===== src/rtl/shift_add_ctrl_if.sv =====
// shift_add_ctrl_if
//   Bundles the host job handshake and the ADD_SEQ datapath bus seen by the
//   shift_add_ctrl sequencer.
//   Host side      : Start, Abort, Coeff, Operand, Len  -> sequencer
//                    Busy, Done, Result                 <- sequencer
//   Datapath side  : ParallelOut                        -> sequencer
//                    DpReset_n, ParaLoad, CoeffData,
//                    SerialIn, EnableShiftAdd           <- sequencer
//   slave  : the sequencer's view
//   master : the environment's view (host logic plus datapath)
interface shift_add_ctrl_if #(
    parameter int DATA_W = 8,
    parameter int CNT_W  = 4
);
    // host job request
    logic              Start;
    logic              Abort;
    logic [DATA_W-1:0] Coeff;
    logic [DATA_W-1:0] Operand;
    logic [CNT_W-1:0]  Len;
    // host status / result
    logic              Busy;
    logic              Done;
    logic [DATA_W-1:0] Result;
    // datapath bus
    logic [DATA_W-1:0] ParallelOut;
    logic              DpReset_n;
    logic              ParaLoad;
    logic [DATA_W-1:0] CoeffData;
    logic              SerialIn;
    logic              EnableShiftAdd;

    modport slave (
        input  Start, Abort, Coeff, Operand, Len, ParallelOut,
        output Busy, Done, Result,
        output DpReset_n, ParaLoad, CoeffData, SerialIn, EnableShiftAdd
    );

    modport master (
        output Start, Abort, Coeff, Operand, Len, ParallelOut,
        input  Busy, Done, Result,
        input  DpReset_n, ParaLoad, CoeffData, SerialIn, EnableShiftAdd
    );
endinterface


===== src/rtl/shift_add_ctrl.sv =====
// shift_add_ctrl
//   Sequencer for the serial shift-add datapath (ADD_SEQ). One job per Start:
//   clear the datapath, parallel-load the coefficient, stream the operand
//   LSB-first with EnableShiftAdd high, let the datapath settle, then capture
//   ParallelOut into Result and pulse Done.
//   Ports:
//     Clock : rising-edge clock
//     Reset : asynchronous, active-high reset
//     bus   : shift_add_ctrl_if.slave (host handshake + datapath bus)
//   All outputs are registered; the FSM writes next-state outputs on the same
//   edge it changes state, so each output is a clean function of the state.
module shift_add_ctrl #(
    parameter int DATA_W = 8,
    parameter int CNT_W  = 4
) (
    input  logic             Clock,
    input  logic             Reset,
    shift_add_ctrl_if.slave  bus
);

    typedef enum logic [2:0] {
        IDLE,
        CLEAR,
        LOAD,
        SHIFT,
        SETTLE,
        DONE
    } state_t;

    localparam logic [CNT_W-1:0] FULL_LEN = CNT_W'(DATA_W);

    state_t            state;
    logic [DATA_W-1:0] coeff_q;
    logic [DATA_W-1:0] opreg;
    logic [CNT_W-1:0]  leff;
    logic [CNT_W-1:0]  cnt;
    logic [CNT_W-1:0]  len_clamped;

    // Zero or out-of-range lengths mean a full-width job.
    always_comb begin
        len_clamped = bus.Len;
        if (bus.Len == '0 || bus.Len > FULL_LEN)
            len_clamped = FULL_LEN;
    end

    always_ff @(posedge Clock or posedge Reset) begin
        if (Reset) begin
            state              <= IDLE;
            coeff_q            <= '0;
            opreg              <= '0;
            leff               <= '0;
            cnt                <= '0;
            bus.DpReset_n      <= 1'b1;
            bus.ParaLoad       <= 1'b0;
            bus.CoeffData      <= '0;
            bus.SerialIn       <= 1'b0;
            bus.EnableShiftAdd <= 1'b0;
            bus.Busy           <= 1'b0;
            bus.Done           <= 1'b0;
            bus.Result         <= '0;
        end else begin
            // Strobes are single-state; default them off so at most one of
            // DpReset_n low / ParaLoad / EnableShiftAdd is ever asserted.
            bus.DpReset_n      <= 1'b1;
            bus.ParaLoad       <= 1'b0;
            bus.SerialIn       <= 1'b0;
            bus.EnableShiftAdd <= 1'b0;
            bus.Done           <= 1'b0;

            if (state != IDLE && bus.Abort) begin
                // Cancel: no capture, no Done, Result keeps its old value.
                // From DONE this is indistinguishable from the normal exit.
                state         <= IDLE;
                bus.Busy      <= 1'b0;
                bus.CoeffData <= '0;
            end else begin
                unique case (state)
                    IDLE: begin
                        if (bus.Start && !bus.Abort) begin
                            coeff_q       <= bus.Coeff;
                            opreg         <= bus.Operand;
                            leff          <= len_clamped;
                            cnt           <= '0;
                            state         <= CLEAR;
                            bus.DpReset_n <= 1'b0;
                            bus.Busy      <= 1'b1;
                        end else begin
                            bus.Busy      <= 1'b0;
                            bus.CoeffData <= '0;
                        end
                    end
                    CLEAR: begin
                        state         <= LOAD;
                        bus.ParaLoad  <= 1'b1;
                        bus.CoeffData <= coeff_q;
                    end
                    LOAD: begin
                        // First serial bit is presented on entry to SHIFT.
                        state              <= SHIFT;
                        bus.EnableShiftAdd <= 1'b1;
                        bus.SerialIn       <= opreg[0];
                        opreg              <= opreg >> 1;
                        cnt                <= CNT_W'(1);
                    end
                    SHIFT: begin
                        // cnt counts bits already presented; leave once the
                        // Leff-th bit has had its enabled cycle.
                        if (cnt == leff) begin
                            state <= SETTLE;
                        end else begin
                            bus.EnableShiftAdd <= 1'b1;
                            bus.SerialIn       <= opreg[0];
                            opreg              <= opreg >> 1;
                            cnt                <= cnt + CNT_W'(1);
                        end
                    end
                    SETTLE: begin
                        // Capture on the edge into DONE so Result is already
                        // valid while Done is high.
                        state      <= DONE;
                        bus.Done   <= 1'b1;
                        bus.Result <= bus.ParallelOut;
                    end
                    DONE: begin
                        state         <= IDLE;
                        bus.Busy      <= 1'b0;
                        bus.CoeffData <= '0;
                    end
                    default: begin
                        state         <= IDLE;
                        bus.Busy      <= 1'b0;
                        bus.CoeffData <= '0;
                    end
                endcase
            end
        end
    end

endmodule


===== src/flat_wrapper.sv =====
// flat-port wrapper written by rule: the top's interface ports become plain ports
module shift_add_ctrl_flat 
#(
    parameter int DATA_W = 8,
    parameter int CNT_W  = 4
)
  (Clock, Reset, bus_Start, bus_Abort, bus_Coeff, bus_Operand, bus_Len, bus_ParallelOut, bus_Busy, bus_Done, bus_Result, bus_DpReset_n, bus_ParaLoad, bus_CoeffData, bus_SerialIn, bus_EnableShiftAdd);
  shift_add_ctrl_if #(.DATA_W(DATA_W), .CNT_W(CNT_W)) bus_i ();
  input  logic Clock;
  input  logic Reset;
  input wire logic [$bits(bus_i.Start)-1:0] bus_Start;
  input wire logic [$bits(bus_i.Abort)-1:0] bus_Abort;
  input wire logic [$bits(bus_i.Coeff)-1:0] bus_Coeff;
  input wire logic [$bits(bus_i.Operand)-1:0] bus_Operand;
  input wire logic [$bits(bus_i.Len)-1:0] bus_Len;
  input wire logic [$bits(bus_i.ParallelOut)-1:0] bus_ParallelOut;
  output wire logic [$bits(bus_i.Busy)-1:0] bus_Busy;
  output wire logic [$bits(bus_i.Done)-1:0] bus_Done;
  output wire logic [$bits(bus_i.Result)-1:0] bus_Result;
  output wire logic [$bits(bus_i.DpReset_n)-1:0] bus_DpReset_n;
  output wire logic [$bits(bus_i.ParaLoad)-1:0] bus_ParaLoad;
  output wire logic [$bits(bus_i.CoeffData)-1:0] bus_CoeffData;
  output wire logic [$bits(bus_i.SerialIn)-1:0] bus_SerialIn;
  output wire logic [$bits(bus_i.EnableShiftAdd)-1:0] bus_EnableShiftAdd;
  assign bus_i.Start = bus_Start;
  assign bus_i.Abort = bus_Abort;
  assign bus_i.Coeff = bus_Coeff;
  assign bus_i.Operand = bus_Operand;
  assign bus_i.Len = bus_Len;
  assign bus_i.ParallelOut = bus_ParallelOut;
  assign bus_Busy = bus_i.Busy;
  assign bus_Done = bus_i.Done;
  assign bus_Result = bus_i.Result;
  assign bus_DpReset_n = bus_i.DpReset_n;
  assign bus_ParaLoad = bus_i.ParaLoad;
  assign bus_CoeffData = bus_i.CoeffData;
  assign bus_SerialIn = bus_i.SerialIn;
  assign bus_EnableShiftAdd = bus_i.EnableShiftAdd;
  shift_add_ctrl #(.DATA_W(DATA_W), .CNT_W(CNT_W)) u_core (.Clock(Clock), .Reset(Reset), .bus(bus_i));
endmodule

===== config.mk =====
export PLATFORM = sky130hd
export DESIGN_NAME = shift_add_ctrl_flat
export DESIGN_NICKNAME = d
export VERILOG_FILES = /design/src/rtl/shift_add_ctrl_if.sv /design/src/rtl/shift_add_ctrl.sv /design/src/flat_wrapper.sv
export SDC_FILE = /design/constraint.sdc
export NUM_CORES = 1
export LEC_CHECK = 0
export BUFFER_PORTS_ARGS = -buffer_cell sky130_fd_sc_hd__buf_2
export CAP_MARGIN = 20
export CORE_MARGIN = 2
export CORE_UTILIZATION = 50
export CTS_CLUSTER_DIAMETER = 30
export DETAILED_ROUTE_END_ITERATION = 16
export GPL_ROUTABILITY_DRIVEN = 0
export PLACE_DENSITY = 0.76
export SYNTH_ARGS = -nofsm -noshare
export SYNTH_HDL_FRONTEND = slang
export SYNTH_SLANG_ARGS = --single-unit
export TNS_END_PERCENT = 20

===== constraint.sdc =====
create_clock -name Clock -period 2.4 [get_ports Clock]
set_clock_uncertainty 0.1 [all_clocks]
set_input_delay 0 -clock Clock [delete_from_list [all_inputs] [get_ports Clock]]
set_output_delay 0 -clock Clock [all_outputs]
set_load 0.01 [all_outputs]

### Word level (Yosys, flattened, before mapping)

Cells that the tools add are included.
Widths: inputs -> output; s select.

| operators by class | value |
|---|---|
| add/sub/neg operators | 1 |
| order comparisons | 1 |
| equal/unequal tests | 12 |
| mux-type cells | 30 |
| bitwise logic cells | 1 |
| reductions and logical operators | 15 |

Operators by type and width:

| cell | number |
|---|---|
| $pmux 8 s3 | 2 |
| $mux 8 | 4 |
| $pmux 3 s5 | 1 |
| $mux 1 | 13 |
| $mux 4 | 3 |
| $pmux 4 s3 | 1 |
| $mux 3 | 3 |
| $eq 3x2->1 const B | 2 |
| $ne 2x1->1 const B | 3 |
| $ne 3x1->1 const B | 2 |
| $pmux 1 s2 | 3 |
| $reduce_and 2->1 | 3 |
| $reduce_bool 3->1 | 2 |
| $add 4x1->4 const B | 1 |
| $eq 4x4->1 | 1 |
| $gt 4x4->1 const B | 1 |
| $logic_not 4->1 | 1 |
| $reduce_and 4->1 | 1 |
| $reduce_or 4->1 | 1 |
| $eq 3x1->1 const B | 1 |
| $eq 3x3->1 const B | 1 |
| $logic_not 3->1 | 1 |
| $ne 3x2->1 const B | 1 |
| $reduce_and 3->1 | 1 |
| other kinds (6) | 7 |

| storage, ports and cells | value |
|---|---|
| flip-flop bits (word level) | 49 |
| input port bits | 32 |
| output and inout bits | 22 |
| logic and storage cells | 73 |

### Depth between registers and ports, before layout

Gate-level depths: netlist of the first run.

| logic depth | value |
|---|---|
| depth in word-level cells | 5 |
| gate-level depth with buffers | 6 |
| depth with buffers taken out | 4 |

### Worst setup path after synthesis of the first run

No wires, ideal clock.

| path | value |
|---|---|
| kind | register to register |
| start point | reg u_core.cnt[0] |
| end point | reg u_core.opreg[0] |
| setup time | 125 ps |
| arrival time | 1561 ps |
| required time | 2175 ps |
| slack | 615 ps |
| cell stages (with the launch flop) | 5 |
| buffers on the path | 0 |
| clock period less this slack | 1785 ps |
| path through | dfrtp_1 xor2_1 nor4_4 a21oi_4 mux2_2 |

| on the way | value |
|---|---|
| longest elaborated chain between the ends | 3 |

Ends and longest elaborated chain:

| element | line | source |
|---|---|---|
| start: declaration | shift_add_ctrl.sv:36 | `logic [CNT_W-1:0] cnt;` |
| start signal: assignment | shift_add_ctrl.sv:114 | `cnt <= cnt + CNT_W'(1);` |
| $eq 4x4->1 | shift_add_ctrl.sv:108 | `if (cnt == leff) begin` |
| $ne 2x2->1 (no line) | n/a |  |
| $reduce_and 4->1 (no line) | n/a |  |
| end signal: assignment | shift_add_ctrl.sv:81 | `opreg <= bus.Operand;` |
| end signal: assignment | shift_add_ctrl.sv:102 | `opreg <= opreg >> 1;` |
| end signal: assignment | shift_add_ctrl.sv:113 | `opreg <= opreg >> 1;` |
| end: declaration | shift_add_ctrl.sv:34 | `logic [DATA_W-1:0] opreg;` |

Every way passes these cells.
A chain may end at the register's enable or synchronous reset.

### Worst setup path after layout of the first run

| path | value |
|---|---|
| start point | reg u_core.state[2] |
| end point | reg u_core.opreg[6] |

| on the way | value |
|---|---|
| longest elaborated chain between the ends | 4 |
| elaborated cells on any way between the ends | 11 |
| classes of those cells | 4 x eq/ne; 1 x mux; 1 x bitwise; 5 x reduce/logical |

Ends and longest elaborated chain:

| element | line | source |
|---|---|---|
| start: declaration | shift_add_ctrl.sv:32 | `state_t state;` |
| start signal: assignment | shift_add_ctrl.sv:48 | `state <= IDLE;` |
| start signal: assignment | shift_add_ctrl.sv:73 | `state <= IDLE;` |
| start signal: assignment | shift_add_ctrl.sv:84 | `state <= CLEAR;` |
| parallel branches: the longest is 4 deep, another holds $reduce_and 4->1 | n/a |  |

Parallel ways; which one is timed is not known.

==> summary.txt, run 1 <==
Logic synthesis
  • XOR/XNOR Fraction of Synth Area: roughly 1.7%
  • Ys async rst share: 100%
  • Post-synth top area cell: dfrtp_1
  • Count leader, synth: dfrtp_1
  • EDFF count, synth: 0
  • Synth Area in Compound Gates: 10.4%
  • Post-Synthesis Cells: approximately 170
  • Post-synthesis sequential area ratio: about 58%
  • Yosys warnings: 0
  • Synth Net Count: 200
  • Main combinational cell family by area after synthesis: multiplexers
  • Synth area leaders: dfrtp_1 57%, mux2_2 16%, a22o_1 3.3%
  • Yosys top cell area share: 56.9%
  • Top cells by count, synth: 48 x dfrtp_1, 30 x mux2_2, 10 x nand2_1, 10 x nor2_1, 9 x o21ai_0
  • Flops & latches, synth: 49
  • Ys flop type: dfrtp_1
  • Post-synthesis cell type count: 33
  • Synth Area in Adders: less than 1%
  • Post-synthesis mux area share: 17.9%
  • Synthesized area: between 2000 and 2500 µm²
  • Post-synthesis simple-gate area fraction: 8.89%
  • Syn Area/Cell: 12.6 µm²

Timing
  • Max-slew violation count: 0
  • Worst slew margin: approximately two thirds
  • Tcrit/Tclk final: approximately four fifths
  • Final worst setup slack: 0.464 ns
  • Peak Freq: slightly above 500 MHz
  • WHS: -0.00127 ns
  • Setup violators final: 0
  • Worst-Margin Slew: approximately 0.5 ns
  • Crit path time final: ~1.9 ns
  • Unrepaired setup endpoints after global routing: false
  • Setup TNS Final: 0 ns
  • Hold Fails Final Rpt: 2

GRT
  • Initial antenna violation count: 0
  • Vias in the first global route: roughly 1500
  • Remaining Overflow, GRT: 0
  • Gr usage total: about a fifth
  • Largest net degree at the start of global routing: 50
  • First-pass GRT wire length: about 6.9 mm

Finish
  • Ant. Diodes: 0
  • Layout cells sized above 1: between 30 and 40%
  • Reg area: 1230 µm²
  • Fillers: roughly 290
  • Area taken by multi-input logic gates: roughly 830 µm²
  • Design area: 2880 µm²
  • Non-filler instance count after layout: 308
  • P&R area growth vs syn: 36.6%
  • Final net count: 290

Critical path
  • Reg-to-reg endpoint: u_core.opreg[6]$_DFFE_PP0P_
  • CP startpoint: u_core.state[2]$_DFFE_PP0P_
  • Critical path required time: between 2 and 3 ns
  • CP Class: reg2reg
  • Levels on crit path: 4
  • Crit path buf inv count: 0
  • Crit path largest cell delay: 0.47 ns
  • CP Capture Point: u_core.opreg[6]$_DFFE_PP0P_
  • CP startpoint kind: register
  • Delay-heaviest family, CP: compound AO/OA/AOI/OAI gates
  • Worst r2r src: u_core.state[2]$_DFFE_PP0P_
  • Crit path capture type: register
  • FF-to-FF setup slack: 0.46 ns
  • Crit-path cells: nor2_1 > o21ai_1 > a21oi_4 > mux2_2
  • Worst EP arrival: between 2 and 2.5 ns
  • Cells on worst reg2reg path: 4
  • Crit-path max FO: 9
  • Slowest-stage cell, CP: dfrtp_1

Pwr
  • Leakage power: between 1 and 1.5 nW
  • Max VDD drop: ~0.00056 V
  • Power per Cell Area: roughly 730 nW/µm²

Drt
  • Vias: roughly 1600
  • First-pass DRT Iterations: 4
  • Total Wirelength: ~4.3 mm
  • Drt wl/cell: between 10 and 15 µm
  • DR iter-0 viols: roughly 110
  • ANT nets after route: 0
  • DRC: 0
  • Vias per cell: 5.08

Place
  • DP HPWL: roughly 2.6 mm
  • Placed Area: 2420 µm²
  • Setup slack at placement: 0.476 ns
  • Port Buffers: 53
  • Inst Count DP: 265

Die
  • Die height: a little under 70 µm
  • Row count: 23
  • Initial Util: roughly 52%
  • Core Box Area: 4030 µm²
  • Number of I/O pins: 54
  • Total die area: 4760 µm²
  • Die span in x: between 60 and 70 µm

Clock network
  • Maximum root-to-sink buffer count: 2
  • Post-CTS Setup Bufs: 0
  • Post_cts resized: 0
  • CTS Sinks: 49
  • Clock buffer count from CTS: 5
  • Clock Tree Root: clkbuf_8
  • CTS tree: yes
  • Clock Latency Late Sink: about 0.31 ns
  • Clk slew on worst S/H paths: 0.08 ns
  • H-Tree Depth: 2
  • Cts hold-fix bufs: 34

Outcome
  • Status: finished with violations
  • Failing checks: hold timing

Worst hold path
  • Tightest Hold Check Type: in2async

Run
  • Max Cap Viol: 0
-- worst reg2reg max path, stage by stage (launching register included) --
cell and delay, ns:
dfrtp_1 0.47, nor2_1 0.29, o21ai_1 0.25, a21oi_4 0.33
mux2_2 0.39
-- layout by cell type, fill, tap and decap left out, types with 2 or more instances in the layout --
master	count
dlygate4sd3_1	34
a22oi_1	2
nand2_1	10
xor2_1	4
clkbuf_8	7
a21oi_1	6
inv_1	4
dfrtp_1	48
o21ai_0	9
mux2_2	30
a22o_1	8
nand2b_1	5
nor2_1	10
buf_2	53
buf_4	2
nor3b_1	2
mux2i_1	4
-- cells by family after synthesis --
family | after synthesis
xor+xnor | 4
buf+inv | 12
flops | 49
compound gates | 32
fa+ha+maj | 1
mux | 34
simple gates | 35
-- cell type report --
type / instances / area share [%]
Clock buffer: 7 / 3.34
Clock inverter: 1 / 0.174
Tap cell: 50 / 2.17
Timing Repair Buffer: 90 / 22.2
Inverter: 5 / 0.651
Sequential cell: 49 / 42.6
Multi-Input combinational cell: 106 / 28.9
-- flip-flops by register name, summed over array words and instances, names as in the netlist, 3 cells and up --
name,flops
u_core.bus.CoeffData,8
u_core.bus.Result,8
u_core.cnt,4
u_core.coeff_q,8
u_core.leff,4
u_core.opreg,8
u_core.state,3
-- per-stage QoR --
step                util (%)  total power [mW]
CTS                     71.1              2.12
global route            71.6              2.23
finish                  71.6              2.11
global placement        60.1              1.54
floorplan                  -              1.40
detailed placement      60.1              1.56
-- power by group --
group          internal (mW)  switching, mW  total [mW]
clock                  0.261          0.265       0.526
sequential             0.988         0.0984        1.09
combinational          0.278          0.223       0.501
total                   1.53          0.587        2.11
-- how the worst min path moves through the flow --
stage | to | start | slack, ns
CTS | u_core.coeff_q[2]$_DFFE_PP0P_ | bus_Coeff[2] | 0.35
finish | u_core.bus.Result[2]$_DFFE_PP0P_ | Reset | -0.001
global route | u_core.opreg[6]$_DFFE_PP0P_ | Reset | 0.004
detailed placement | u_core.coeff_q[1]$_DFFE_PP0P_ | bus_Coeff[1] | 0.14
global placement | u_core.coeff_q[5]$_DFFE_PP0P_ | bus_Coeff[5] | 0.13
floorplan | u_core.opreg[7]$_DFFE_PP0P_ | bus_Operand[7] | 0.04
-- per-layer routing --
layer / GRT usage, % / vias to the layer above / wire (µm)
li1: - / 770 / -
met1: 24.9 / 757 / 1870
met2: 34.5 / 31 / 2170
met3: 6.01 / 6 / 199
met4: 6.62 / 0 / 56
met5: 0 / - / 0
(Power assumes the default switching activity.)
==> inputs of run 2 (changes only) <==
==> constraint.sdc (replaced) <==
create_clock -name Clock -period 2 [get_ports Clock]
set_clock_uncertainty 0.1 [all_clocks]
set_input_delay 0 -clock Clock [delete_from_list [all_inputs] [get_ports Clock]]
set_output_delay 0 -clock Clock [all_outputs]
set_load 0.01 [all_outputs]
==> run 2 against run 1 <==
The flow now finishes without violations. Worst hold slack better by 0.15 ns. Setup slack worse by 0.28 ns. Critical path depth stayed put. First-iteration DRC count is 51% lower. Register-to-register slack worse by 0.28 ns. Non-clock buffer count is 5 higher. Count of clock-buffer cells in the layout is 1 lower. Sequential cell count stayed put. Power is 19% higher. Final area is 1.0% higher.
==> summary.txt, run 2 (synthesis gave the netlist of run 1 again) <==
Timing
  • Worst-Margin Slew: 0.577 ns (+0.0636 ns)
  • Setup TNS Final: 0 ns (unchanged)
  • Tcrit/Tclk final: 90.8% (+10 points)
  • Unrepaired setup endpoints after global routing: false
  • Worst slew margin: 61.3% (-4.4 points)
  • Hold Fails Final Rpt: 0 (-2)
  • Crit path time final: 1.82 ns (-0.119 ns)
  • Setup violators final: 0 (unchanged)
  • Max-slew violation count: 0 (unchanged)
  • Peak Freq: 551 MHz (+6.6%)

Critical path
  • Slowest-stage cell, CP: dfrtp_1
  • FF-to-FF setup slack: 0.18 ns (-0.28 ns)
  • Worst EP arrival: 1.90 ns (-0.13 ns)
  • Critical path required time: 2.08 ns (-0.42 ns)
  • Worst r2r src: u_core.state[2]$_DFFE_PP0P_
  • Crit path largest cell delay: 0.48 ns (about the same)
  • Crit-path max FO: 9 (unchanged)
  • Crit path capture type: register
  • Reg-to-reg endpoint: u_core.opreg[4]$_DFFE_PP0P_
  • CP Class: reg2reg
  • Cells on worst reg2reg path: 4 (unchanged)
  • Crit-path cells: nor2_1 > o21ai_1 > a21oi_4 > mux2_2
  • CP startpoint kind: register

Clock network
  • CTS Sinks: 49 (unchanged)
  • H-Tree Depth: 2 (unchanged)
  • Clock Tree Root: clkbuf_8
  • Clk slew on worst S/H paths: 0.09 ns (about the same)
  • CTS tree: yes
  • Maximum root-to-sink buffer count: 2 (unchanged)
  • Post-CTS Setup Bufs: 0 (unchanged)
  • Clock Latency Late Sink: 0.30 ns (about the same)
  • Clock buffer count from CTS: 5 (unchanged)

Place
  • DP HPWL: 2.76 mm (+4.1%)
  • Port Buffers: 53 (unchanged)
  • Placed Area: 2470 µm² (+1.9%)

Finish
  • Area taken by multi-input logic gates: 837 µm² (+0.60%)
  • Layout cells sized above 1: 39.9% (+1.2 points)
  • Ant. Diodes: 0 (unchanged)
  • Reg area: 1230 µm² (unchanged)
  • P&R area growth vs syn: 37.9%
  • Commonest non-fill, non-tap cell in the layout: buf_2
  • Final net count: 295 (+1.7%)
  • Most frequent cells in the layout: 53 x buf_2, 48 x dfrtp_1, 34 x dlygate4sd3_1
  • Design area: 2910 µm² (+1.0%)
  • Fillers: 257 (-11%)

Worst hold path
  • Tightest Hold Check Type: in2async

Die
  • Row count: 23 (unchanged)
  • Initial Util: 52.4% (unchanged)
  • Core Box Area: 4030 µm² (unchanged)
  • Number of I/O pins: 54 (unchanged)
  • Total die area: 4760 µm² (unchanged)
  • Die height: 69.0 µm (unchanged)
  • Die span in x: 69.0 µm (unchanged)

Run
  • Max Cap Viol: 0 (unchanged)

Pwr
  • Leakage power: 1.41 nW (+1.3%)
  • Power per Cell Area: 867 nW/µm² (+18%)
  • Max VDD drop: 0.000667 V (+20%)
  • Overall power: 2.52 mW (+19%)

GRT
  • Remaining Overflow, GRT: 0 (unchanged)
  • Gr usage total: 20.0% (-0.37 points)
  • Largest net degree at the start of global routing: 23 (-54%)
  • Initial antenna violation count: 0 (unchanged)
  • First-pass GRT wire length: 6.79 mm (-1.0%)
  • Vias in the first global route: 1540 (+3.8%)

Drt
  • Total Wirelength: 4.20 mm (-2.0%)
  • DR iter-0 viols: 53 (-51%)
  • Vias per cell: 4.96 (-2.3%)
  • DRC: 0 (unchanged)
  • Drt wl/cell: 13.4 µm (-3.5%)
  • Vias: 1553 (-0.70%)
  • ANT nets after route: 0 (unchanged)
  • First-pass DRT Iterations: 4 (unchanged)

Outcome
  • Status: finished, final reports clean
## run 2: cell count changes in the layout (fill, tap and decap cells not counted)
cell	delta
clkinv_4	+1
clkinv_2	-1
nor2_2	-1
buf_4	+6
buf_12	-1
clkbuf_8	-1
inv_6	+1
nor2_4	+1
## run 2: final cells by class
cell class | instances | area share, %
Inverter | 5 | 0.645
Clock inverter | 2 | 0.602
Multi-Input combinational cell | 106 | 28.7
Tap cell | 50 | 2.15
Clock buffer | 6 | 2.84
Timing Repair Buffer | 95 | 22.9
Sequential cell | 49 | 42.2
## run 2: repair_timing
item | in CTS | in global routing
endpoints found under the hold margin | 74 | 0
setup endpoints to repair | 0 | 8
hold buffers | 34 | 0
resized for setup | 0 | 1
## run 2: metal layers
metal / routed length, µm / global-route usage [%] / vias up
li1: - / - / 775
met1: 1870 / 23.3 / 736
met2: 2140 / 35.5 / 37
met3: 145 / 5.36 / 5
met4: 51 / 6.62 / 0
met5: 0 / 0 / -
## run 2: critical path, delay by kind of cell, from the launching register on
family	cells	cell delay (ns)
mux	1	0.38
simple gates	1	0.16
compound gates	2	0.58
flops	1	0.48
## run 2: power breakdown
group / total [mW] / switching (mW) / internal, mW
Clock: 0.611 / 0.324 / 0.287
Sequential: 1.29 / 0.107 / 1.18
Combinational: 0.620 / 0.275 / 0.345
Total: 2.52 / 0.706 / 1.82
## run 2: how the worst max path moves through the flow
stage                                     start                                to  slack, ns
floorplan             u_core.cnt[0]$_DFFE_PP0P_       u_core.opreg[0]$_DFFE_PP0P_       0.21
global placement    u_core.state[2]$_DFFE_PP0P_       u_core.opreg[4]$_DFFE_PP0P_       0.22
detailed placement  u_core.state[1]$_DFFE_PP0P_  u_core.bus.Result[1]$_DFFE_PP0P_       0.11
CTS                 u_core.state[1]$_DFFE_PP0P_  u_core.bus.Result[1]$_DFFE_PP0P_       0.11
global route        u_core.state[2]$_DFFE_PP0P_       u_core.opreg[4]$_DFFE_PP0P_       0.09
finish              u_core.state[2]$_DFFE_PP0P_       u_core.opreg[4]$_DFFE_PP0P_       0.18
## run 2: metrics by stage
step,hold slack (ns),cells,setup WS [ns],util (%)
6_report,0.150,313,0.184,72.3
5_1_grt,0.172,313,0.0897,72.3
4_1_cts,0.143,313,0.114,72.1
3_5_place_dp,-0.0812,271,0.110,61.2
3_3_place_gp,-0.0798,271,0.225,61.2
2_1_floorplan,0.0371,167,0.215,-
